File: config.mk
export PLATFORM = sky130hd
export DESIGN_NAME = udp_fragment_slot_manager
export DESIGN_NICKNAME = d
export VERILOG_FILES = /design/src/rtl/udp_fragment_slot_manager.sv
export SDC_FILE = /design/constraint.sdc
export NUM_CORES = 1
export LEC_CHECK = 0
export CAP_MARGIN = 10
export CORE_MARGIN = 10
export CORE_UTILIZATION = 59
export DETAILED_ROUTE_END_ITERATION = 7
export PLACE_DENSITY = 0.83
export SYNTH_ARGS = -nofsm -noshare
export SYNTH_HDL_FRONTEND = slang
export SYNTH_SLANG_ARGS = --single-unit
File: constraint.sdc
create_clock -name clock -period 3.9 [get_ports clock]
set_clock_uncertainty 0.15 [all_clocks]
set_input_delay 0.975 -clock clock [delete_from_list [all_inputs] [get_ports clock]]
set_output_delay 0.975 -clock clock [all_outputs]
set_load 0.03 [all_outputs]
File: src/rtl/udp_fragment_slot_manager.sv
// rtl/udp_fragment_slot_manager.sv - UDP fragment reassembly slot lifecycle, timeout and drain arbitration
module udp_fragment_slot_manager #(
  parameter int          FRAGMENT_SLOTS   = 2,
  parameter logic [15:0] TIMEOUT_CYCLES   = 16'd1000,
  parameter logic [15:0] MAX_PACKET_BYTES = 16'd1500,
  localparam int         SLOT_W           = $clog2(FRAGMENT_SLOTS)
) (
  input  logic                         clock,
  input  logic                         reset_n,
  input  logic [FRAGMENT_SLOTS-1:0]    push_data_valid,
  input  logic [FRAGMENT_SLOTS-1:0]    push_data_last,
  input  logic [15:0]                  packet_id,
  input  logic                         drain_ready,
  input  logic                         drain_done,
  output logic [FRAGMENT_SLOTS-1:0]    fragment_slot_empty,
  output logic [FRAGMENT_SLOTS*16-1:0] fragment_slot_packet_id,
  output logic                         drain_valid,
  output logic [SLOT_W-1:0]            drain_slot,
  output logic [15:0]                  drain_length,
  output logic [FRAGMENT_SLOTS-1:0]    slot_timeout,
  output logic                         protocol_error
);

  typedef enum logic [1:0] {
    S_EMPTY,
    S_FILLING,
    S_COMPLETE,
    S_DRAINING
  } slot_state_t;

  localparam logic [15:0] IDLE_LIMIT = TIMEOUT_CYCLES - 16'd1;

  slot_state_t state_q    [FRAGMENT_SLOTS];
  slot_state_t state_d    [FRAGMENT_SLOTS];
  logic [15:0] pkt_id_q   [FRAGMENT_SLOTS];
  logic [15:0] pkt_id_d   [FRAGMENT_SLOTS];
  logic [15:0] byte_cnt_q [FRAGMENT_SLOTS];
  logic [15:0] byte_cnt_d [FRAGMENT_SLOTS];
  logic [15:0] idle_cnt_q [FRAGMENT_SLOTS];
  logic [15:0] idle_cnt_d [FRAGMENT_SLOTS];

  logic [FRAGMENT_SLOTS-1:0] timeout_d;
  logic                      perr_d;
  logic                      drain_accept;
  logic                      any_draining;
  logic                      grant_found;
  logic [SLOT_W-1:0]         grant_idx;
  logic [SLOT_W-1:0]         rr_ptr_q;
  logic [SLOT_W-1:0]         rr_next;

  assign drain_accept = drain_valid && drain_ready;

  always_comb begin : slot_next
    perr_d    = 1'b0;
    timeout_d = '0;
    for (int i = 0; i < FRAGMENT_SLOTS; i++) begin
      state_d[i]    = state_q[i];
      pkt_id_d[i]   = pkt_id_q[i];
      byte_cnt_d[i] = byte_cnt_q[i];
      idle_cnt_d[i] = idle_cnt_q[i];
      case (state_q[i])
        S_EMPTY: begin
          if (push_data_valid[i]) begin
            // A same-cycle last closes a one-byte packet immediately.
            state_d[i]    = push_data_last[i] ? S_COMPLETE : S_FILLING;
            pkt_id_d[i]   = packet_id;
            byte_cnt_d[i] = 16'd1;
            idle_cnt_d[i] = 16'd0;
          end else if (push_data_last[i]) begin
            perr_d = 1'b1;
          end
        end
        S_FILLING: begin
          if (push_data_valid[i]) begin
            if (byte_cnt_q[i] >= MAX_PACKET_BYTES) begin
              state_d[i]    = S_EMPTY;
              pkt_id_d[i]   = 16'd0;
              byte_cnt_d[i] = 16'd0;
              idle_cnt_d[i] = 16'd0;
              timeout_d[i]  = 1'b1;
            end else begin
              byte_cnt_d[i] = byte_cnt_q[i] + 16'd1;
              idle_cnt_d[i] = 16'd0;
              if (push_data_last[i]) state_d[i] = S_COMPLETE;
            end
          end else if (push_data_last[i]) begin
            state_d[i] = S_COMPLETE;
          end else if (idle_cnt_q[i] == IDLE_LIMIT) begin
            state_d[i]    = S_EMPTY;
            pkt_id_d[i]   = 16'd0;
            byte_cnt_d[i] = 16'd0;
            idle_cnt_d[i] = 16'd0;
            timeout_d[i]  = 1'b1;
          end else if (idle_cnt_q[i] != 16'hFFFF) begin
            idle_cnt_d[i] = idle_cnt_q[i] + 16'd1;
          end
        end
        S_COMPLETE: begin
          if (push_data_valid[i] || push_data_last[i]) perr_d = 1'b1;
          if (drain_accept && (int'(drain_slot) == i)) state_d[i] = S_DRAINING;
        end
        S_DRAINING: begin
          if (push_data_valid[i] || push_data_last[i]) perr_d = 1'b1;
          if (drain_done) begin
            state_d[i]    = S_EMPTY;
            pkt_id_d[i]   = 16'd0;
            byte_cnt_d[i] = 16'd0;
            idle_cnt_d[i] = 16'd0;
          end
        end
        default: state_d[i] = S_EMPTY;
      endcase
    end
  end

  // Round-robin scan of registered state, starting at the pointer.
  always_comb begin : rr_scan
    grant_found  = 1'b0;
    grant_idx    = '0;
    any_draining = 1'b0;
    for (int k = 0; k < FRAGMENT_SLOTS; k++) begin
      if (state_q[k] == S_DRAINING) any_draining = 1'b1;
      if (!grant_found && state_q[(int'(rr_ptr_q) + k) % FRAGMENT_SLOTS] == S_COMPLETE) begin
        grant_found = 1'b1;
        grant_idx   = SLOT_W'((int'(rr_ptr_q) + k) % FRAGMENT_SLOTS);
      end
    end
  end

  assign rr_next = (int'(grant_idx) == FRAGMENT_SLOTS - 1) ? '0 : grant_idx + 1'b1;

  always_comb begin : id_flatten
    fragment_slot_packet_id = '0;
    for (int i = 0; i < FRAGMENT_SLOTS; i++) begin
      fragment_slot_packet_id[i*16 +: 16] = pkt_id_q[i];
    end
  end

  always_ff @(posedge clock) begin
    if (!reset_n) begin
      for (int i = 0; i < FRAGMENT_SLOTS; i++) begin
        state_q[i]    <= S_EMPTY;
        pkt_id_q[i]   <= 16'd0;
        byte_cnt_q[i] <= 16'd0;
        idle_cnt_q[i] <= 16'd0;
      end
      fragment_slot_empty <= '1;
      slot_timeout        <= '0;
      protocol_error      <= 1'b0;
      drain_valid         <= 1'b0;
      drain_slot          <= '0;
      drain_length        <= 16'd0;
      rr_ptr_q            <= '0;
    end else begin
      for (int i = 0; i < FRAGMENT_SLOTS; i++) begin
        state_q[i]             <= state_d[i];
        pkt_id_q[i]            <= pkt_id_d[i];
        byte_cnt_q[i]          <= byte_cnt_d[i];
        idle_cnt_q[i]          <= idle_cnt_d[i];
        fragment_slot_empty[i] <= (state_d[i] == S_EMPTY);
      end
      slot_timeout   <= timeout_d;
      protocol_error <= perr_d;
      if (drain_accept) begin
        drain_valid <= 1'b0;
      end else if (!drain_valid && !any_draining && grant_found) begin
        drain_valid  <= 1'b1;
        drain_slot   <= grant_idx;
        drain_length <= byte_cnt_q[grant_idx];
        rr_ptr_q     <= rr_next;
      end
    end
  end

endmodule

==> results of run 1 <==
==> layer usage <==
layer  GRT usage [%]  vias up
met3            8.47       43
li1                -     2592
met4            9.92        0
met2            35.2      263
met5               0        -
met1            27.1     2629
==> kinds of logic after synthesis <==
family                     after synthesis  synth area share, %
DFF                                    125                 43.6
xor gates and xnor gates                14                 2.14
muxes                                   20                 3.51
and+or+nand+nor                        234                 22.9
buffers and inverters                   51                 3.66
adders and majority gates                6                 1.31
AOI/OAI and AO/OA                      194                 22.9
==> power by group through the flow <==
| stage | Sequential, uW | Clock, uW | Combinational (uW) |
|---|---|---|---|
| floorplan | 1550 | 0 | 240 |
| global placement | 1430 | 0 | 580 |
| detailed placement | 1430 | 0 | 594 |
| CTS | 1410 | 1640 | 599 |
| global route | 1420 | 1700 | 640 |
| finish | 1410 | 1640 | 599 |
==> registers in the layout, summed over array words and instances (netlist names), 2 cells and up, named ones only <==
register and count:
state_q 4, slot_timeout 2, idle_cnt_q 32, fragment_slot_empty 2
drain_length 16, pkt_id_q 32, byte_cnt_q 32
==> worst paths after layout <==
| path | slack [ps] | cells past startpoint | from | endpoint |
|---|---|---|---|---|
| hold reg to reg | 330 | 1 | pkt_id_q[0][1] | pkt_id_q[0][1] |
| setup / recovery | 1060 | 1 | drain_valid | drain_valid |
| hold / removal | 330 | 1 | pkt_id_q[0][1] | pkt_id_q[0][1] |
| setup reg to reg | 1250 | 7 | idle_cnt_q[0][0] | idle_cnt_q[0][12] |
==> cell usage in the layout (no fill, tap or decap), drive strengths merged, types with 15 or more instances in the layout <==
master,synthesis,routed
nand3,25,25
nor2,49,49
dfxtp,125,125
nor3,21,21
a22o,18,18
nand2,33,33
o21ai,37,37
or3,15,15
a21oi,56,56
clkdlybuf4s50,0,78
inv,19,19
clkbuf,25,18
mux2i,19,19
==> stage by stage <==
step	total power [uW]	instances	util [%]	instance area, um^2
floorplan	1790	644	-	5740
CTS	3650	864	77.6	7270
global placement	2010	832	71.1	6660
global route	3760	864	77.6	7270
finish	3650	864	77.6	7270
detailed placement	2030	832	71.1	6660
==> final cells by class <==
cell class | instances | area [um^2] | share of cell area [%]
sequential | 125 | 2500 | 34.4
inverter | 19 | 71.3 | 0.981
timing repair buffer | 91 | 878 | 12.1
tap | 129 | 161 | 2.22
clock buffer | 18 | 418 | 5.75
clock inverter | 14 | 195 | 2.68
multi-input combinational | 468 | 3050 | 41.9
==> results.ini, run 1 <==
[sta]
tightestPinTransition_ps=958
fmax_mhz=352
relSlewSlack_pct=36.1
setup_ws_ps=1060
hold_violations=0
tns_ps=0
hold_slack_ps=328
rsz0062_at_grt=no
fin_crit_sh_pct=72.9
slew_violations=0
layout_min_cycle_time_ps=2840
finalSetupViolCount=0

[pwr]
intPower_uw=2630
seqPwrFrac_pct=38.7
clockPowerShare_pct=44.9
switching_share_pct=27.8
combPwrFrac_pct=16.4
p_leak_uw=0.00247
power.net_switching_uw=1020
max-vdd-ir-drop_uv=314
powerDensity_nw_per_um2=502

[placement]
io_buffers=78
dpl_worst_slack_ps=623
finalWeightedCongestion=0.926
place_hpwl_um=10800

[synth]
yosysWarnings=0
ys_seq_elements=125
synth_area_per_cell_um2=8.91
async_flop_share_pct=0
synth_top_area_share_pct=43.6
ys.flop_type=dfxtp_1
synthCells=644
synth_nets=674
yosysTopAreaCell=dfxtp_1
synth-edff-count=0
synthTopCellsByCount=125 x dfxtp_1, 53 x a21oi_1, 49 x nor2_1
synth_area_um2=5740
yosysMostFrequentCell=dfxtp_1
ys_types=67
synth.top_cells.by_area=dfxtp_1 44%, a21oi_1 4.6%, mux2i_1 3.3%
ys_seq_area_share_pct=43.6

[route]
dr_wl_met2_um=7420
num_vias=5527
dr.pass1.iters=5
routed_via_density=6.40
drt-total-wl_um=16000
drc=0
antenna_left=0
wl_met1_um=6670
wire_per_inst_um=18.5
drtIter0Drc=682
routed.top_layer=met4
dr_wl_met3_um=1520

[global_route]
grt_antenna_before_repair=0
grt_pass1_wl_um=26500
track_usage_pct=22.5
grt_remaining_overflow=0
grt_max_degree=36
grt_pass1_vias=5372

[setup_path]
worstPathArrival_ps=1720
cp-end-kind=primary output
slowest_stage=clkdlybuf4s50_1
crit_path_max_fanout=5
cpLargestDelayFamily=buffers and inverters
slowest_delay_ps=740
required_ps=2770
critPathBufInv=1
startpoint_type=register
path_class=reg2out
crit_chain=clkdlybuf4s50_1

[final_layout]
diodes=0
num-nets-final=752
syn_to_final_growth_pct=26.7
drive_above_1_share_pct=7.89
fillCellCount=655

[cts]
cts_buffer_depth=2
cts_made_buffers=17
cts_setup_buffers=0
cts_resized=0
cts_root_buf=clkbuf_8
cts.clk_slew.worst_paths_ps=60
cts_tree=yes
cts_sinks=125
htree_levels=4
ctsHoldBuffers=0
insertion_delay_ps=540

[run]
cap_viol_max_count=0

[floorplanning]
rows=35
die_w_um=119
coreArea_um2=9370
start_util_pct=61.3
die_h_um=119
dieArea_um2=14100
pin_count=79

[min_path]
worst_hold_path_type=reg2reg

[status]
status=finished, final reports clean

(Power assumes the default switching activity.)
==> run 2, diff against run 1 <==
- CORE_UTILIZATION: 59 -> 55
- PLACE_DENSITY: 0.83 -> 0.78
- clock period: 3.9 -> 3 ns (I/O delays scaled with it)
==> run 2 against run 1 <==
Compared with the run above: register-to-register slack worse by 970 ps; via count shrank 2.2%; sequential cell count unchanged; non-clock buffer count is 12 higher; first-iteration DRC count decreased by 37%; wire length shrank 1.9%; critical path type is now reg2reg; largest power group is now registers; highest routed layer unchanged.
==> results.ini, run 2 (synthesized netlist as in run 1, its figures left out) <==
[route]
drc=0  ; unchanged
routed_via_density=6.12  ; -4.3%
wire_per_inst_um=17.7  ; -4.0%
num_vias=5407  ; -2.2%
drtIter0Drc=430  ; -37%
dr.pass1.iters=6  ; +1
antenna_left=0  ; unchanged
drt-total-wl_um=15700  ; -1.9%

[global_route]
grt_pass1_vias=5332  ; -0.74%
track_usage_pct=21.1  ; -1.4 points
grt_antenna_before_repair=0  ; unchanged
grt_max_degree=36  ; unchanged
grt_remaining_overflow=0  ; unchanged
grt_pass1_wl_um=25700  ; -2.8%

[cts]
ctsHoldBuffers=0  ; unchanged
cts_made_buffers=17  ; unchanged
cts_tree=yes
cts_buffer_depth=2  ; unchanged
cts.clk_slew.worst_paths_ps=60  ; about the same
cts_root_buf=clkbuf_8
cts_resized=0  ; unchanged
cts_sinks=125  ; unchanged
insertion_delay_ps=520  ; -20 ps
htree_levels=4  ; unchanged
cts_setup_buffers=0  ; unchanged

[final_layout]
layoutNonFillerInstCount=883  ; +2.2%
diodes=0  ; unchanged
drive_above_1_share_pct=9.50  ; +1.6 points
num-nets-final=764  ; +1.6%
reg_top3=byte_cnt_q: 32 flops, idle_cnt_q: 32 flops, pkt_id_q: 32 flops
layout_common_cells=125 x dfxtp_1, 78 x clkdlybuf4s50_1, 53 x a21oi_1, 49 x nor2_1
layout_commonest_cell=dfxtp_1
syn_to_final_growth_pct=26.9

[sta]
layout_min_cycle_time_ps=2720
fmax_mhz=368
finalSetupViolCount=0  ; unchanged
hold_violations=0  ; unchanged
tightestPinTransition_ps=1090  ; +128 ps
relSlewSlack_pct=27.2  ; -8.9 points
slew_violations=0  ; unchanged
rsz0062_at_grt=no
fin_crit_sh_pct=90.6

[setup_path]
crit_path_max_fanout=18  ; +13
startpoint_type=register
path_class=reg2reg
worstPathArrival_ps=3030  ; +1310 ps
cp-end-kind=register
r2r_cells=5  ; -2
required_ps=3310  ; +540 ps

[floorplanning]
start_util_pct=56.1  ; -5.1 points
coreArea_um2=10200  ; +9.2%
rows=37  ; +5.7%
die_w_um=122  ; +3.0%
dieArea_um2=14900  ; +6.0%
pin_count=79  ; unchanged
die_h_um=122  ; +3.0%

[placement]
io_buffers=78  ; unchanged
place_hpwl_um=11100  ; +2.6%
finalWeightedCongestion=0.898  ; -3.1%
place_inst=851  ; +2.3%

[pwr]
p_leak_uw=0.00248  ; +0.42%
max-vdd-ir-drop_uv=402  ; +28%
p_total_uw=4420  ; +21%
powerDensity_nw_per_um2=606  ; +21%

[status]
status=finished, final reports clean

[run]
cap_viol_max_count=0  ; unchanged

[min_path]
holdPathStages=2  ; +1
worst_hold_path_type=reg2reg

run 2: cell count changes in the layout (fill, tap and decap cells not counted):
cell / change
clkbuf_8: +1
clkbuf_1: -1
buf_4: +12
clkinv_2: +2
bufinv_16: -4
clkinvlp_4: +3
clkinv_4: -1
run 2: area by class of cell:
cell class / instances / area [um^2]
Multi-Input combinational cell: 468 / 3050
Fill cell: 813 / 2950
Clock buffer: 18 / 428
Timing Repair Buffer: 103 / 968
Tap cell: 136 / 170
Sequential cell: 125 / 2500
Inverter: 19 / 71.3
Clock inverter: 14 / 98.8
run 2: worst max-delay path, stage by stage (launching register included):
cell	delay, ps
dfxtp_1	380
or4_1	510
nor3_1	300
nand4_1	270
a21oi_2	790
a22o_1	240
run 2: per-layer routing:
layer  share of wire, %  routed length, um  up-vias  global-route usage, %
met1                 44               6920     2582                   25.6
met4                1.7                269        0                   7.36
met5                  0                  0        -                      0
met3                8.3               1300       25                   8.00
li1                   -                  -     2616                      -
met2                 46               7170      184                   33.7
run 2: per-stage QoR:
| stage | utilization, % | hold slack [ps] | setup TNS, ps | setup slack, ps | instance area, um^2 |
|---|---|---|---|---|---|
| 3_5_place_dp | 66.1 | 307 | -3.93 | -3.93 | 6760 |
| 5_1_grt | 71.2 | 345 | 0 | 116 | 7290 |
| 4_1_cts | 71.2 | 324 | 0 | 237 | 7290 |
| 3_3_place_gp | 66.1 | 304 | 0 | 48.9 | 6760 |
| 6_report | 71.2 | 323 | 0 | 282 | 7290 |
| 2_1_floorplan | - | 303 | 0 | 567 | 5740 |
run 2: power by group:
part           internal, uW  switching [uW]  total, uW
sequential             1760            72.1       1830
clock                  1030             765       1790
combinational           324             468        791
total                  3110            1300       4420
run 2: final timing paths:
check               startpoint               to  slack, ps
max          byte_cnt_q[0][11]   pkt_id_q[0][6]        280
min reg2reg    pkt_id_q[0][31]  pkt_id_q[0][31]        320
max reg2reg  byte_cnt_q[0][11]   pkt_id_q[0][6]        280
min            pkt_id_q[0][31]  pkt_id_q[0][31]        320
